**src/rtl/pipe_pkg.sv**
```systemverilog
// pipe_pkg: widths and control-field layout shared by the pipeline boundary registers.
package pipe_pkg;

    localparam int WORD_W     = 32;
    localparam int REG_ADDR_W = 4;
    localparam int WB_CTRL_W  = 2;
    // ALU result + memory read data + destination register index
    localparam int WB_DATA_W  = 2 * WORD_W + REG_ADDR_W;

    // Write-back control bits, MSB first as carried on the ctrl buses.
    typedef struct packed {
        logic wb_en;
        logic mem_r_en;
    } wb_ctrl_t;

endpackage

```
**src/rtl/wb_pipe_cell.sv**
```systemverilog
// wb_pipe_cell: one pipeline boundary stage holding valid, control and payload.
// kill beats hold beats shift; a killed or bubble entry always carries zero control.
module wb_pipe_cell #(
    parameter int DATA_W = 68,
    parameter int CTRL_W = 2
) (
    input  logic              clk,
    input  logic              rst,
    input  logic              shift,
    input  logic              hold,
    input  logic              kill,
    input  logic              src_valid,
    input  logic [CTRL_W-1:0] src_ctrl,
    input  logic [DATA_W-1:0] src_data,
    output logic              valid,
    output logic [CTRL_W-1:0] ctrl,
    output logic [DATA_W-1:0] data
);

    // Stage register: kill clears valid/ctrl and leaves data, shift loads the upstream entry.
    always_ff @(posedge clk or posedge rst) begin
        if (rst) begin
            valid <= 1'b0;
            ctrl  <= '0;
            data  <= '0;
        end else if (kill) begin
            valid <= 1'b0;
            ctrl  <= '0;
        end else if (shift && !hold) begin
            valid <= src_valid;
            ctrl  <= src_ctrl & {CTRL_W{src_valid}};
            data  <= src_data;
        end
    end

endmodule

```
**src/rtl/wb_pipe_stage.sv**
```systemverilog
// wb_pipe_stage: DEPTH chained MEM->WB boundary stages with freeze, flush and occupancy.
// Optional feature: define WB_PIPE_STALL_CNT_EN to add a 16-bit saturating stall_cnt output.
module wb_pipe_stage
    import pipe_pkg::*;
#(
    parameter int DATA_W = WB_DATA_W,
    parameter int CTRL_W = WB_CTRL_W,
    parameter int DEPTH  = 1
) (
    input  logic                         clk,
    input  logic                         rst,
    input  logic                         freeze,
    input  logic                         flush,
    input  logic                         valid_in,
    input  logic [CTRL_W-1:0]            ctrl_in,
    input  logic [DATA_W-1:0]            data_in,
    output logic                         valid_out,
    output logic [CTRL_W-1:0]            ctrl_out,
    output logic [DATA_W-1:0]            data_out,
`ifdef WB_PIPE_STALL_CNT_EN
    output logic [15:0]                  stall_cnt,
`endif
    output logic [$clog2(DEPTH+1)-1:0]   occupancy
);

    localparam int OCC_W = $clog2(DEPTH + 1);

    if (DEPTH < 1 || DEPTH > 8) begin : g_depth_check
        $error("wb_pipe_stage: DEPTH must lie in 1..8");
    end

    logic [DEPTH-1:0]             stg_valid;
    logic [DEPTH-1:0][CTRL_W-1:0] stg_ctrl;
    logic [DEPTH-1:0][DATA_W-1:0] stg_data;
    logic [DEPTH-1:0]             next_valid;

    logic shift;
    logic hold;
    logic kill;

    assign kill  = flush;
    assign hold  = freeze && !flush;
    assign shift = !freeze && !flush;

    for (genvar i = 0; i < DEPTH; i++) begin : g_stage
        logic              src_valid;
        logic [CTRL_W-1:0] src_ctrl;
        logic [DATA_W-1:0] src_data;

        if (i == 0) begin : g_head
            assign src_valid = valid_in;
            assign src_ctrl  = ctrl_in;
            assign src_data  = data_in;
        end else begin : g_link
            assign src_valid = stg_valid[i-1];
            assign src_ctrl  = stg_ctrl[i-1];
            assign src_data  = stg_data[i-1];
        end

        wb_pipe_cell #(
            .DATA_W (DATA_W),
            .CTRL_W (CTRL_W)
        ) u_cell (
            .clk       (clk),
            .rst       (rst),
            .shift     (shift),
            .hold      (hold),
            .kill      (kill),
            .src_valid (src_valid),
            .src_ctrl  (src_ctrl),
            .src_data  (src_data),
            .valid     (stg_valid[i]),
            .ctrl      (stg_ctrl[i]),
            .data      (stg_data[i])
        );
    end

    assign valid_out = stg_valid[DEPTH-1];
    assign ctrl_out  = stg_ctrl[DEPTH-1];
    assign data_out  = stg_data[DEPTH-1];

    function automatic logic [OCC_W-1:0] count_ones(input logic [DEPTH-1:0] v);
        logic [OCC_W-1:0] n;
        n = '0;
        for (int i = 0; i < DEPTH; i++) begin
            n = n + OCC_W'(v[i]);
        end
        return n;
    endfunction

    // Valid vector the stages will hold after this edge, mirroring the cell priorities.
    always_comb begin
        next_valid = stg_valid;
        if (flush) begin
            next_valid = '0;
        end else if (!freeze) begin
            next_valid[0] = valid_in;
            for (int i = 1; i < DEPTH; i++) begin
                next_valid[i] = stg_valid[i-1];
            end
        end
    end

    // Registered occupancy tracks the popcount of the upcoming valid vector.
    always_ff @(posedge clk or posedge rst) begin
        if (rst) begin
            occupancy <= '0;
        end else begin
            occupancy <= count_ones(next_valid);
        end
    end

`ifdef WB_PIPE_STALL_CNT_EN
    function automatic logic [15:0] sat_inc(input logic [15:0] x);
        return (x == 16'hFFFF) ? x : x + 16'd1;
    endfunction

    // Stall counter: counts frozen edges (a flush edge is not a stall), cleared only by reset.
    always_ff @(posedge clk or posedge rst) begin
        if (rst) begin
            stall_cnt <= '0;
        end else if (freeze && !flush) begin
            stall_cnt <= sat_inc(stall_cnt);
        end
    end
`endif

endmodule
```
**config.mk**
```make
export PLATFORM = sky130hd
export DESIGN_NAME = wb_pipe_stage
export DESIGN_NICKNAME = d
export VERILOG_FILES = /design/src/rtl/pipe_pkg.sv /design/src/rtl/wb_pipe_cell.sv /design/src/rtl/wb_pipe_stage.sv
export SDC_FILE = /design/constraint.sdc
export NUM_CORES = 1
export LEC_CHECK = 0
export ABC_AREA = 1
export BUFFER_PORTS_ARGS = -buffer_cell sky130_fd_sc_hd__buf_2
export CORE_ASPECT_RATIO = 1.25
export CORE_UTILIZATION = 35
export CTS_BUF_LIST = sky130_fd_sc_hd__clkbuf_16
export DETAILED_ROUTE_END_ITERATION = 8
export GPL_TIMING_DRIVEN = 0
export SLEW_MARGIN = 20
export SYNTH_ARGS = -nofsm -noshare
export SYNTH_HDL_FRONTEND = slang
export SYNTH_SLANG_ARGS = --single-unit
```
**constraint.sdc**
```tcl
create_clock -name clk -period 2.3 [get_ports clk]
set_input_delay 0.23 -clock clk [delete_from_list [all_inputs] [get_ports clk]]
set_output_delay 0.23 -clock clk [all_outputs]
set_load 0.005 [all_outputs]
```
==> impl_metrics.yaml, run 1 <==
grt:
  grt_usage_pct: 17.9
  grt_overflow: 0
  grt_pass1_wl_mm: 11.2
  grt_antenna_before_repair: 0
  grt_pass1_vias: 2442
  grt_max_degree: 38
place:
  routabilityCongestion: 0.718
  io_buffer_count: 145
  dp_hpwl_mm: 5.34
  place_area_sq_um: 3710
die:
  die_w_um: 82.6
  dieArea_sq_um: 8490
  rows: 36
  start_util_pct: 36.3
  core_area_sq_um: 7840
  die_h_um: 103
  io-pin-count: 147
sta:
  worstMarginPinSlew_ps: 456
  max_freq_mhz: 937
  fin_crit_sh_pct: 46.4
  rsz0062_at_grt: "false"
  skew_ps: 2.94
  final_period_minus_worst_setup_slack_ps: 1070
  finalSetupViolCount: 0
  hold_viol: 0
  drv_slew: 0
  relSlewSlack_pct: 69.6
yosys:
  synth_area_sq_um: 2840
  ys_warn_count: 0
  synth.avg_cell_area_sq_um: 9.14
  syn-num-nets: 386
  yosysSeqAreaShare_pct: 63.4
  synth_cell_types: 13
  synthCells: 311
  synth_seq_cells: 72
clock_network:
  hold_buffers: 1
  h-tree-depth: 3
  cts.sinks: 72
  clk_latency_ps: 330
  clk_path_buf_depth: 2
  clockRootBuffer: "clkbuf_16"
  cts_tree: "built"
  cts_setup_buffers: 0
  ctsResizeCount: 0
  cts.clk_slew.worst_paths_ps: 60
  cts_buffers: 9
setup_path:
  crit_buf_inv: 1
  cp_slowest_cell: "dfrtp_1"
  arrival_ps: 840
  worstPathCellList: "buf_2"
  worstSetupPathType: "reg -> out"
  cp.required_ps: 2070
  endpoint_kind: "output pin"
  cp_max_fo: 2
  startpoint_type: "register"
  max_stage_delay_ps: 380
  cp_top_family: "flip-flops"
cells_and_area:
  drive_above_1_share_pct: 36.4
  layout_commonest_cell: "buf_2"
  layout.nets: 544
  final_cell_mix: "buf_2, nand2_1, dfrtp_1, o21ai_0, clkbuf_1"
  antenna_cells: 0
  final_cell_area_sq_um: 4000
  area_growth_pct: 40.6
power:
  irDropWorstVdd_v: 0.000532
  power.leakage_nw: 2.26
  power_density_nw_per_um2: 818
  power_w: 0.00327
detailed_routing:
  dr_total_vias: 2671
  first_iter_violations: 84
  drc: 0
  drtPass1Iterations: 4
  wl_per_cell_um: 13.0
  viasPerCell: 4.70
  routed_wirelength_mm: 7.37
  antenna_left: 0
worst_hold_path:
  hold_path_class: "in -> reg"
outcome:
  outcome: "finished clean"
run:
  max-cap-violations: 0
[worst reg2reg max path, stage by stage (launching register included)]
cell and delay (ps):
dfrtp_1 380, o21ai_1 80, nand2_1 80
[cell usage after synthesis, drive strengths merged]
library cell  number  share of area, %
nand2            144                19
inv                2              0.26
nor2               2               1.1
dfrtp             72                63
clkbuf            11               1.5
nand3              2              0.35
buf               10               2.5
o21ai             68                12
[routing by layer]
layer  global-route usage (%)  vias up  routed length [um]  part of all wire [%]
met5                        0        -                   0                     0
met4                     10.1        0                 180                   2.4
met3                     4.60       14                 468                   6.3
met2                     30.3       89                3730                    51
met1                     20.2     1252                2990                    41
li1                         -     1316                   -                     -
[registers in the layout, indices dropped and copies added, names as in the netlist]
signal                count
g_stage.u_cell.ctrl       2
g_stage.u_cell.data      68
g_stage.u_cell.valid      1
occupancy                 1
[logic make-up after synthesis]
kind of cell	Yosys count	synth area share (%)
simple gates	148	20.5
flops	72	63.4
compound gates	68	12.0
buf+inv	23	4.22
[path summary, 6_finish.rpt]
check | from | endpoint | slack [ps] | cells past startpoint
setup reg to reg | g_stage[0].u_cell.data[19]$_DFFE_PP0P_ | g_stage[0].u_cell.data[19]$_DFFE_PP0P_ | 1650 | 2
hold reg to reg | g_stage[0].u_cell.data[26]$_DFFE_PP0P_ | g_stage[0].u_cell.data[26]$_DFFE_PP0P_ | 470 | 2
setup / recovery | g_stage[0].u_cell.valid$_DFFE_PP0P_ | valid_out | 1230 | 1
max in group asynchronous | rst | g_stage[0].u_cell.data[55]$_DFFE_PP0P_ | 1260 | 4
min in group asynchronous | rst | occupancy$_DFF_PP0_ | 480 | 3
hold / removal | data_in[59] | g_stage[0].u_cell.data[59]$_DFFE_PP0P_ | 100 | 3
[stage by stage]
stage          setup TNS, ps  util, %  hold WS, ps  worst slack, ps  cells
5_1_grt                    0     51.0         99.1             1120    568
3_5_place_dp               0     47.3          293             1170    552
3_3_place_gp          -50770     47.1          432             -709    551
2_1_floorplan              0        -          347              245    311
6_report                   0     51.0          102             1230    568
4_1_cts                    0     51.0         88.3             1220    568
[report_power, final]
part	internal, W	leakage [nW]	total, W	switching (W)
Sequential	0.00142	0.895	0.00149	0.0000659
Combinational	0.000224	1.23	0.000478	0.000254
Clock	0.000817	0.138	0.00131	0.000490
Total	0.00246	2.26	0.00327	0.000810
[layout make-up]
cell class,count,area [sq um]
Buffer,21,113
Fill cell,808,3840
Clock inverter,6,51.3
Clock buffer,9,225
Tap cell,95,119
Inverter,2,10.0
Timing Repair Buffer,147,756
Multi-Input combinational cell,216,922
Sequential cell,72,1800
(Power assumes the default switching activity.)
==> run 2: changes to the inputs <==
--- a/config.mk
+++ b/config.mk
@@ -12,6 +12,7 @@
 export CTS_BUF_LIST = sky130_fd_sc_hd__clkbuf_16
 export DETAILED_ROUTE_END_ITERATION = 8
 export GPL_TIMING_DRIVEN = 0
+export PLACE_DENSITY = 0.67
 export SLEW_MARGIN = 20
 export SYNTH_ARGS = -nofsm -noshare
 export SYNTH_HDL_FRONTEND = slang
==> constraint.sdc (replaced) <==
create_clock -name clk -period 0.87 [get_ports clk]
set_input_delay 0.087 -clock clk [delete_from_list [all_inputs] [get_ports clk]]
set_output_delay 0.087 -clock clk [all_outputs]
set_load 0.005 [all_outputs]
==> run 2 against run 1 <==
Net effect: register-to-register slack got worse by 1600 ps; clock power grew to 2.7 times the previous value; critical path depth did not move; combinational power rose to 3.3 times the previous value; utilization rose by 10 points; sequential share of layout area down 7.6 points; flip-flop and latch count is the same; die area unchanged; first-iteration DRC count is 40% higher; sequential power rose to 2.7 times the previous value; non-clock buffer count rose by 81; the flow now finishes with violations (negative setup slack).
==> impl_metrics.yaml, run 2 (synthesis results as in run 1) <==
outcome:
  outcome: "finished, violations left"
  failed_checks: "negative setup slack"
place:
  io_buffer_count: 145
  routabilityCongestion: 0.715
  place_area_sq_um: 3730
  dp_hpwl_mm: 5.30
detailed_routing:
  antenna_left: 0
  drc: 0
  first_iter_violations: 118
  dr_total_vias: 3025
  drtPass1Iterations: 4
  routed_wirelength_mm: 8.42
  viasPerCell: 4.66
  wl_per_cell_um: 13.0
grt:
  grt_usage_pct: 20.3
  grt_overflow: 0
  grt_max_degree: 34
  grt_pass1_wl_mm: 13.0
  grt_pass1_vias: 2991
  grt_antenna_before_repair: 0
die:
  io-pin-count: 147
  start_util_pct: 36.3
  rows: 36
  die_h_um: 103
  die_w_um: 82.6
  dieArea_sq_um: 8490
  core_area_sq_um: 7840
clock_network:
  cts_tree: "built"
  clk_path_buf_depth: 2
  clockRootBuffer: "clkbuf_16"
  cts.clk_slew.worst_paths_ps: 50
  clk_latency_ps: 320
  cts_buffers: 9
  cts.sinks: 72
  h-tree-depth: 3
setup_path:
  worstSetupPathType: "reg -> out"
  cp_top_family: "flip-flops"
  reg2reg_from: "g_stage[0].u_cell.data[19]$_DFFE_PP0P_"
  max_stage_delay_ps: 390
  cp.required_ps: 780
  cp_max_fo: 2
  reg2reg_depth: 4
  worstPathCellList: "buf_2"
  crit_end: "data_out[64]"
  endpoint_kind: "output pin"
  crit_buf_inv: 1
  crit_path_start: "g_stage[0].u_cell.data[64]$_DFFE_PP0P_"
  startpoint_type: "register"
  rrSetupSlack_ps: 30
  crit_cells: 1
  timing.rr.end: "g_stage[0].u_cell.data[19]$_DFFE_PP0P_"
  cp_slowest_cell: "dfrtp_1"
  arrival_ps: 840
sta:
  fin_crit_sh_pct: 107
  drv_slew: 0
  hold_viol: 0
  rsz0062_at_grt: "true"
  skew_ps: 0.0384
  max_freq_mhz: 1080
  setup_ws_ps: -58.1
  worstMarginPinSlew_ps: 383
  finalSetupViolCount: 72
  final_period_minus_worst_setup_slack_ps: 928
  fin_hold_ws_ps: 29.5
  relSlewSlack_pct: 74.5
cells_and_area:
  area_growth_pct: 69.1
  antenna_cells: 0
  final_cell_area_sq_um: 4810
  fillers: 678
  layout.nets: 625
  drive_above_1_share_pct: 33.6
  final_cell_mix: "buf_2, nand2_1, dfrtp_1, dlygate4sd3_1, o21ai_0"
  layout_commonest_cell: "buf_2"
  top_regs: "g_stage.u_cell.data x68, g_stage.u_cell.ctrl x2"
  largest_reg_flops: 68
  largest-register: "g_stage.u_cell.data"
run:
  max-cap-violations: 0
worst_hold_path:
  whs_path_depth: 3
  hold_path_class: "in -> reg"
power:
  power_density_nw_per_um2: 1890
  irDropWorstVdd_v: 0.00114
  power.leakage_nw: 2.60
  power_w: 0.00907
[run 2: cell count changes in the layout (fill, tap and decap cells not counted)]
| cell | previous run | this run |
|---|---|---|
| clkinv_1 | 3 | 1 |
| buf_4 | 1 | 11 |
| clkinv_2 | 2 | 1 |
| o21ai_2 | 0 | 1 |
| o21ai_1 | 4 | 3 |
| buf_12 | 1 | 2 |
| inv_4 | 1 | 0 |
| clkinvlp_4 | 0 | 4 |
| dlygate4sd3_1 | 1 | 71 |
[run 2: how the worst min path moves through the flow]
stage	startpoint	endpoint	slack [ps]
after detailed placement	rst	g_stage[0].u_cell.data[34]$_DFFE_PP0P_	50
after floorplan	data_in[18]	g_stage[0].u_cell.data[18]$_DFFE_PP0P_	200
after global routing	valid_in	g_stage[0].u_cell.ctrl[1]$_DFFE_PP0P_	30
final	valid_in	occupancy$_DFF_PP0_	30
after global placement	data_in[50]	g_stage[0].u_cell.data[50]$_DFFE_PP0P_	290
after CTS	valid_in	g_stage[0].u_cell.ctrl[0]$_DFFE_PP0P_	20
[run 2: final cells by class]
class / count / area [sq um] / share of cell area, %
timing repair buffer: 228 / 1550 / 32.3
inverter: 2 / 11.3 / 0.234
clock buffer: 9 / 225 / 4.68
multi-input combinational: 216 / 926 / 19.3
sequential: 72 / 1800 / 37.5
buffer: 21 / 113 / 2.34
clock inverter: 6 / 61.3 / 1.28
tap: 95 / 119 / 2.47
[run 2: through the flow]
step / utilization, % / TNS (ps) / cells / worst slack [ps]
after global routing: 61.4 / -5160 / 649 / -91.8
after detailed placement: 47.6 / -3860 / 553 / -93.5
final: 61.4 / -2860 / 649 / -58.1
after global placement: 47.1 / -42030 / 551 / -539
after CTS: 60.7 / -3770 / 643 / -73.5
after floorplan: - / -1080 / 311 / -15.0
[run 2: what timing repair did]
item | 4_1_cts | 5_1_grt
cloned | 0 | 0
buffers inserted | 4 | 6
endpoints found under the hold margin | 142 | 0
resized for setup | 0 | 1
pin swaps | 0 | 1
hold buffers | 71 | 0
endpoints found under the setup margin | 72 | 72
[run 2: power by group]
part | internal (W) | switching, W | leakage (nW)
Sequential | 0.00375 | 0.000194 | 0.895
Combinational | 0.000856 | 0.000745 | 1.58
Clock | 0.00218 | 0.00134 | 0.131
[run 2: per-layer routing]
layer / wire (um) / GRT usage, %
met1: 3400 / 21.9
met2: 4400 / 37.8
met3: 495 / 4.69
met4: 119 / 7.43
met5: 0 / 0
==> run 3: changes to the inputs <==
--- a/config.mk
+++ b/config.mk
@@ -5,14 +5,14 @@
 export SDC_FILE = /design/constraint.sdc
 export NUM_CORES = 1
 export LEC_CHECK = 0
-export ABC_AREA = 1
 export BUFFER_PORTS_ARGS = -buffer_cell sky130_fd_sc_hd__buf_2
 export CORE_ASPECT_RATIO = 1.25
 export CORE_UTILIZATION = 35
 export CTS_BUF_LIST = sky130_fd_sc_hd__clkbuf_16
 export DETAILED_ROUTE_END_ITERATION = 8
 export GPL_TIMING_DRIVEN = 0
-export PLACE_DENSITY = 0.67
+export MAX_ROUTING_LAYER = met4
+export PLACE_DENSITY = 0.68
 export SLEW_MARGIN = 20
 export SYNTH_ARGS = -nofsm -noshare
 export SYNTH_HDL_FRONTEND = slang
==> run 3 against run 2 <==
Net effect: the run still ends with negative setup slack left; clock-buffer cell count unchanged; clock power increased by 8.8%; hold slack got worse by 17 ps; critical endpoint is now data_out[52].
==> impl_metrics.yaml, run 3 <==
place:
  routabilityCongestion: 0.681
  dp_hpwl_mm: 4.08
  placedCellCount: 395
  io_buffer_count: 146
grt:
  grt_pass1_wl_mm: 10.2
  grt_overflow: 0
  grt_antenna_before_repair: 0
  grt_max_degree: 36
  grt_pass1_vias: 2228
  grt_usage_pct: 17.4
power:
  irDropWorstVdd_v: 0.00149
  power_density_nw_per_um2: 2060
  power_w: 0.00959
  power.leakage_nw: 2.26
sta:
  fin_hold_ws_ps: 12.5
  hold_viol: 0
  finalSetupViolCount: 76
  final_period_minus_worst_setup_slack_ps: 930
  drv_slew: 0
  skew_ps: 1.86
  relSlewSlack_pct: 88.2
  setup_ws_ps: -59.8
  rsz0062_at_grt: "true"
  max_freq_mhz: 1080
  fin_crit_sh_pct: 107
  worstMarginPinSlew_ps: 172
detailed_routing:
  wl_per_cell_um: 13.4
  viasPerCell: 4.43
  drtPass1Iterations: 2
  drc: 0
  dr_total_vias: 2157
  antenna_left: 0
  routed_wirelength_mm: 6.53
  first_iter_violations: 50
die:
  die_w_um: 80.5
  io-pin-count: 147
  rows: 35
  dieArea_sq_um: 8070
  die_h_um: 100
  start_util_pct: 36.5
  core_area_sq_um: 7400
clock_network:
  cts_tree: "built"
  clk_path_buf_depth: 2
  clk_latency_ps: 310
  cts_buffers: 9
  cts.clk_slew.worst_paths_ps: 60
  clockRootBuffer: "clkbuf_16"
  cts.sinks: 72
  h-tree-depth: 3
yosys:
  yosysSeqAreaShare_pct: 66.8
  synth_seq_cells: 72
  synth_flop_cell: "dfrtp_1"
  synth_area_sq_um: 2700
  ys_warn_count: 0
  syn-num-nets: 230
  synth_cell_types: 11
  synth.avg_cell_area_sq_um: 17.4
  async_flop_share_pct: 100
  synth-edff-count: 0
  synthCells: 155
  netlist_top_cells_count: "dfrtp_1, mux2_2, mux2_1"
  yosysTopAreaCellShare_pct: 66.8
  post-synth-top-count-cell: "dfrtp_1"
  ys_top_cells_by_area: "dfrtp_1, mux2_2, mux2_1"
  yosysTopAreaCell: "dfrtp_1"
cells_and_area:
  top_regs: "g_stage.u_cell.data x68, g_stage.u_cell.ctrl x2"
  drive_above_1_share_pct: 61.8
  largest-register: "g_stage.u_cell.data"
  largest_reg_flops: 68
  layout_commonest_cell: "buf_2"
  antenna_cells: 0
  area_growth_pct: 72.5
  layout.nets: 465
  final_cell_mix: "buf_2, dfrtp_1, dlygate4sd3_1, mux2_2"
  fillers: 557
  final_cells: 487
setup_path:
  cp_top_family: "flip-flops"
  cp.required_ps: 780
  worstPathCellList: "buf_2"
  arrival_ps: 840
  worstSetupPathType: "reg -> out"
  max_stage_delay_ps: 390
  cp_max_fo: 2
  endpoint_kind: "output pin"
  crit_buf_inv: 1
  startpoint_type: "register"
  cp_slowest_cell: "dfrtp_1"
worst_hold_path:
  hold_path_class: "in -> reg"
outcome:
  failed_checks: "negative setup slack"
  outcome: "finished, violations left"
run:
  max-cap-violations: 0
## run 3: cell count changes in the layout (fill, tap and decap cells not counted), sizes merged, moves of 2 or more
cell,before,now
mux2,0,68
nand2,144,0
o21ai,68,0
nand3,2,0
dlygate4sd3,71,66
a32o,0,2
buf,167,165
clkbuf,20,9
clkinvlp,4,2
## run 3: path summary, 6_finish.rpt
| path | start | endpoint | slack, ps | depth (start not counted) |
|---|---|---|---|---|
| max | g_stage[0].u_cell.data[52]$_DFFE_PP0P_ | data_out[52] | -60 | 1 |
| min | data_in[49] | g_stage[0].u_cell.data[49]$_DFFE_PP0P_ | 10 | 2 |
| max reg2reg | g_stage[0].u_cell.data[52]$_DFFE_PP0P_ | g_stage[0].u_cell.data[52]$_DFFE_PP0P_ | -30 | 2 |
| min reg2reg | g_stage[0].u_cell.data[25]$_DFFE_PP0P_ | g_stage[0].u_cell.data[25]$_DFFE_PP0P_ | 480 | 1 |
| max in group asynchronous | rst | g_stage[0].u_cell.valid$_DFFE_PP0P_ | 220 | 4 |
| min in group asynchronous | rst | g_stage[0].u_cell.data[4]$_DFFE_PP0P_ | 240 | 3 |
## run 3: per-stage QoR
stage / instance area [sq um] / TNS (ps) / setup WS [ps] / utilization (%)
3_5_place_dp: 3600 / -22830 / -345 / 48.6
5_1_grt: 4650 / -5520 / -104 / 62.9
6_report: 4650 / -2530 / -59.8 / 62.9
4_1_cts: 4590 / -3660 / -76.4 / 62.1
2_1_floorplan: 2710 / -3820 / -41.5 / -
3_3_place_gp: 3560 / -59560 / -531 / 48.0
## run 3: layout make-up
type / instances / area (sq um) / share of cell area, %
flip-flops and latches: 72 / 1800 / 38.7
repair buffers: 224 / 1510 / 32.4
multi-input cells: 75 / 822 / 17.7
clock buffers: 9 / 225 / 4.84
well taps: 92 / 115 / 2.47
clock inverters: 7 / 93.8 / 2.02
plain buffers: 7 / 78.8 / 1.69
inverters: 1 / 7.51 / 0.161
## run 3: kinds of logic (layout without fill, tap and decap cells)
family,Yosys count,in the layout,synth area share [%]
AO/OA/AOI/OAI,2,2,0.742
buffers and inverters,8,248,2.78
flip-flops,72,72,66.8
multiplexers,69,69,28.7
AND/OR/NAND/NOR,4,4,0.974
## run 3: repair_timing
item,CTS,global route
hold buffers,64,2
hold endpoints to repair,136,2
resized for setup,0,1
pin swaps,1,0
endpoints found under the setup margin,73,74
setup buffers,5,5
## run 3: metal layers
| layer | track usage [%] | routed length [um] | vias up |
|---|---|---|---|
| met5 | - | 0 | - |
| li1 | - | - | 1016 |
| met3 | 5.27 | 446 | 13 |
| met2 | 30.8 | 3530 | 91 |
| met4 | 7.28 | 140 | 0 |
| met1 | 17.6 | 2420 | 1037 |
## run 3: power breakdown
group / switching, W / internal, W / leakage, nW
Clock: 0.00132 / 0.00251 / 0.153
Combinational: 0.000605 / 0.00111 / 1.25
Sequential: 0.000220 / 0.00383 / 0.852
Total: 0.00215 / 0.00744 / 2.26
